### src/rtl/sample_framer.sv
// Drains a first-word-fall-through sample queue into SYNC / ID / sample byte frames for the UART TX queue.
// Define SAMPLE_FRAMER_CSUM_EN to append an XOR checksum byte (ID through last sample byte) to every frame.
module sample_framer #(
  parameter int unsigned NBITS = 12,
  parameter int unsigned NSAMP = 4,
  parameter logic [7:0]  SYNC  = 8'hA5
) (
  input  logic             clk,
  input  logic             rst,
  input  logic             en,
  input  logic [3:0]       ch_id,
  input  logic [NBITS-1:0] s_out,
  input  logic             s_em,
  output logic             s_pp,
  input  logic             tx_full,
  output logic [7:0]       tx_byte,
  output logic             tx_ld,
  output logic             busy,
  output logic             frame_done
);

  localparam int unsigned CW = 8;
  localparam logic [CW-1:0] LAST_CNT = CW'(NSAMP);

  typedef enum logic [2:0] {
    ST_IDLE, ST_SYNC, ST_ID, ST_FETCH, ST_SHI, ST_SLO, ST_CSUM
  } state_t;

  state_t        state, state_d;
  logic [3:0]    seq, seq_d;
  logic [CW-1:0] cnt, cnt_d;
  logic [15:0]   smp, smp_d;
  logic [7:0]    byte_d;
  logic          ld_d, pp_d, busy_d, done_d;
  logic          fin;
`ifdef SAMPLE_FRAMER_CSUM_EN
  logic [7:0]    csum, csum_d;
`endif

  // Next state and next values of every registered output.
  always_comb begin
    state_d = state;
    seq_d   = seq;
    cnt_d   = cnt;
    smp_d   = smp;
    byte_d  = tx_byte;
    ld_d    = 1'b0;
    pp_d    = 1'b0;
    busy_d  = busy;
    done_d  = 1'b0;
    fin     = 1'b0;
`ifdef SAMPLE_FRAMER_CSUM_EN
    csum_d  = csum;
`endif
    case (state)
      // frame_done is high in the first IDLE cycle; blocking a start there forces the idle gap
      ST_IDLE: begin
        busy_d = 1'b0;
        if (en && !s_em && !frame_done) begin
          state_d = ST_SYNC;
          busy_d  = 1'b1;
        end
      end
      ST_SYNC: if (!tx_full) begin
        byte_d  = SYNC;
        ld_d    = 1'b1;
        state_d = ST_ID;
      end
      ST_ID: if (!tx_full) begin
        byte_d  = {ch_id, seq};
        ld_d    = 1'b1;
        state_d = ST_FETCH;
      end
      ST_FETCH: if (!s_em) begin
        smp_d   = 16'(s_out);
        pp_d    = 1'b1;
        state_d = ST_SHI;
      end
      ST_SHI: if (!tx_full) begin
        byte_d  = smp[15:8];
        ld_d    = 1'b1;
        state_d = ST_SLO;
      end
      ST_SLO: if (!tx_full) begin
        byte_d = smp[7:0];
        ld_d   = 1'b1;
        cnt_d  = cnt + CW'(1);
        if (cnt_d < LAST_CNT) state_d = ST_FETCH;
`ifdef SAMPLE_FRAMER_CSUM_EN
        else state_d = ST_CSUM;
`else
        else fin = 1'b1;
`endif
      end
`ifdef SAMPLE_FRAMER_CSUM_EN
      ST_CSUM: if (!tx_full) begin
        byte_d = csum;
        ld_d   = 1'b1;
        fin    = 1'b1;
      end
`endif
      default: state_d = ST_IDLE;
    endcase

    if (fin) begin
      state_d = ST_IDLE;
      done_d  = 1'b1;
      seq_d   = seq + 4'd1;
      cnt_d   = '0;
    end

`ifdef SAMPLE_FRAMER_CSUM_EN
    // Fold ID and sample bytes only; SYNC and the checksum byte itself are excluded
    if (state == ST_IDLE && state_d == ST_SYNC) csum_d = '0;
    else if (ld_d && state != ST_SYNC && state != ST_CSUM) csum_d = csum ^ byte_d;
`endif
  end

  always_ff @(posedge clk or posedge rst) begin
    if (rst) begin
      state      <= ST_IDLE;
      seq        <= '0;
      cnt        <= '0;
      smp        <= '0;
      tx_byte    <= 8'h00;
      tx_ld      <= 1'b0;
      s_pp       <= 1'b0;
      busy       <= 1'b0;
      frame_done <= 1'b0;
`ifdef SAMPLE_FRAMER_CSUM_EN
      csum       <= '0;
`endif
    end else begin
      state      <= state_d;
      seq        <= seq_d;
      cnt        <= cnt_d;
      smp        <= smp_d;
      tx_byte    <= byte_d;
      tx_ld      <= ld_d;
      s_pp       <= pp_d;
      busy       <= busy_d;
      frame_done <= done_d;
`ifdef SAMPLE_FRAMER_CSUM_EN
      csum       <= csum_d;
`endif
    end
  end

endmodule

### config.mk
export PLATFORM = sky130hd
export DESIGN_NAME = sample_framer
export DESIGN_NICKNAME = d
export VERILOG_FILES = /design/src/rtl/sample_framer.sv
export SDC_FILE = /design/constraint.sdc
export NUM_CORES = 1
export LEC_CHECK = 0
export CAP_MARGIN = 15
export CORE_MARGIN = 4
export CORE_UTILIZATION = 40
export DETAILED_ROUTE_END_ITERATION = 8
export PLACE_DENSITY_LB_ADDON = 0.2
export SYNTH_ARGS = -nofsm -noshare
export SYNTH_HDL_FRONTEND = slang
export SYNTH_SLANG_ARGS = --single-unit
### constraint.sdc
create_clock -name clk -period 2.5 [get_ports clk]
set_input_delay 0.5 -clock clk [delete_from_list [all_inputs] [get_ports clk]]
set_output_delay 0.5 -clock clk [all_outputs]
set_load 0.02 [all_outputs]
==> qor.csv <==
metric;value;unit
CTS Hold Bufs;0;
top cell type by total area after synthesis;dfrtp_1;
I/O pin cnt;33;
Comb power frac;38.0;%
Post-Synthesis Cells;154;
setup TNS;0;ps
fmax;501;MHz
mean post-synth cell area;11.3;µm²
Total Power;2.22;mW
FP Rows;23;
H-Tree Depth;2;
Post-synth EDFFs;0;
synthesized flop and latch total;39;
TritonCTS Buffers;5;
gp weighted congestion;0.759;
PortBufs;32;
first-pass GRT wire length;5930;µm
post-CTS sizing;0;
worst slew pin tran;926;ps
post-synthesis instance area;1740;µm²
# diodes;0;
Sink Count;39;
Routed WL per cell;14.6;µm
list of most frequent post-synthesis cells;dfrtp_1, mux2_2, nand2_1, o21ai_0, nor2b_1;
Setup WS post-layout;504;ps
Post-Route WL;3550;µm
Relative slew margins;37.6;%
Hold Slack;489;ps
GRT Util Overall;14.0;%
final worst-path cycle share;79.9;%
Root Driver;clkbuf_8;
TritonCTS clock tree;built;
Synth top area share;56.0;%
RSZ-0062 raised after global routing;false;
total gr overflow;0;
DR pass1 iterations;4;
dpl hpwl;2690;µm
synth top area cells;dfrtp_1, mux2_2, o21ai_0, nor2b_1, nand2_1;
Setup CP Type;register to register;
Crit. End Element;register;
pre-CTS setup slack;416;ps
later-pin clock latency in the skew report;280;ps
die area;5480;µm²
Switching Share;34.6;%
Max Cap Viol;0;
Synth cell types;37;
setup bufs post-CTS;0;
layout cells sized above 1;17.1;%
Static Leak;1.00;nW
Layout Area Growth over Synthesis;27.5;%
Residual DRC;0;
clock group share of total power;18.1;%
Core ar.;4120;µm²
Worst EP arrival;2170;ps
fin nets;215;
number of global-route vias before repair;1238;
Routed Antenna Nets;0;
hold path cells;1;
largest net degree at the start of global routing;40;
P_sw;0.767;mW
Hold WC Path Type;register to register;
status;finished clean;
DIE HEIGHT;74.0;µm
Worst Clk Skew;6.60;ps
fin. max-slew vios;0;
startpoint class of the critical path;register;
Initial Util;42.4;%
CTS Buffer Depth;2;
Seq/Total Area, Yosys;56.0;%
Worst-path clk slew;70;ps
Post-synth top flop;dfrtp_1;
Die Width;74.0;µm
Seq pwr share;43.9;%
Crit path required time;2670;ps
Vias/cell;5.09;
final hold violations;0;
Reg2Reg Depth;7;
most common cell in the netlist;dfrtp_1;
Iter 0 DRT Violations;50;
Mapped Nets;177;
Crit Path Max Fanout;7;
Cell Pwr Density;997;nW/µm²
Synth warnings;0;
Vias;1236;
Period minus WS final;2000;ps
Finish-stage setup viols;0;
asr flop ratio synth;100;%
Internal;1.45;mW
worst vdd ir;0.387;mV
antenna violations before repair;0;
critical path, stage by stage, from the launching register on:
cell,delay (ps)
dfrtp_1,450
ha_1,260
and3_1,190
nor4_1,240
o2111ai_2,220
nand2_2,170
inv_2,70
mux2_4,290
through the flow:
step	utilization, %	cells	area, µm²
after detailed placement	52.0	235	2140
final	54.0	243	2220
after global placement	52.0	235	2140
after floorplan	-	154	1740
after CTS	54.0	243	2220
after global routing	54.0	243	2220
state kept, by name, summed over array words and instances, names as in the netlist:
signal and flops:
busy 1, frame_done 1, s_pp 1, cnt 8, tx_byte 8, state 3, seq 4, tx_ld 1
smp 12
power by group through the flow:
stage          sequential (mW)  clock (mW)  combinational (mW)
3_5_place_dp             0.988           0               0.845
6_report                 0.974       0.402               0.842
2_1_floorplan             1.03           0               0.476
3_3_place_gp             0.973           0               0.835
5_1_grt                   1.00       0.440               0.927
4_1_cts                  0.977       0.417               0.849
cell families (layout without fill, tap and decap cells):
family / after synthesis / in the layout / share of synthesized area (%)
AOI/OAI and AO/OA: 32 / 32 / 12.0
xor gates and xnor gates: 3 / 3 / 1.51
adders and majority gates: 2 / 2 / 1.43
buffers and inverters: 11 / 50 / 2.58
DFF: 39 / 39 / 56.0
muxes: 19 / 19 / 12.3
and+or+nand+nor: 48 / 48 / 14.3
cells in the final DEF (no fill, tap or decap), drive strengths merged:
master         instances
nor2                   7
nor3                   1
or3                    3
a22o                   1
nand2                 15
and3b                  1
a21o                   1
mux2                  16
o2111ai                1
nor4                   1
ha                     2
clkinv                 1
clkdlybuf4s50         32
clkinvlp               1
dfrtp                 39
inv                    5
a211o                  1
a32oi                  2
and2                   1
buf                    5
a21oi                  5
o31ai                  1
o32ai                  2
o22ai                  3
nand2b                 2
nor3b                  1
and3                   2
nand4                  2
xnor2                  3
a21boi                 1
nand3                  3
nor2b                  9
o21ai                 14
clkbuf                 6
mux2i                  3
layout make-up:
cell class                      instances  area, µm²
Fill cell                             359       1890
Sequential cell                        39        976
Multi-Input combinational cell        104        723
Timing Repair Buffer                   37        358
Clock buffer                            6       72.6
Tap cell                               50       62.6
Inverter                                5       18.8
Clock inverter                          2       12.5
layer usage:
metal | global-route usage [%] | wire length (µm) | up-vias
met5 | 0 | 0 | -
met4 | 4.23 | 24 | 0
met3 | 4.05 | 153 | 4
met2 | 21.8 | 1700 | 24
met1 | 19.2 | 1660 | 585
li1 | - | - | 623
final timing paths:
check	startpoint	to	slack [ps]
worst max-delay path	cnt[0]	seq[1]	500
worst min-delay path	seq[3]	seq[3]	490
worst max register to register	cnt[0]	seq[1]	500
worst min register to register	seq[3]	seq[3]	490
max in group asynchronous	rst	tx_byte[3]	1530
min in group asynchronous	rst	smp[3]	630
Note: power is estimated with default switching activity, not from simulation.
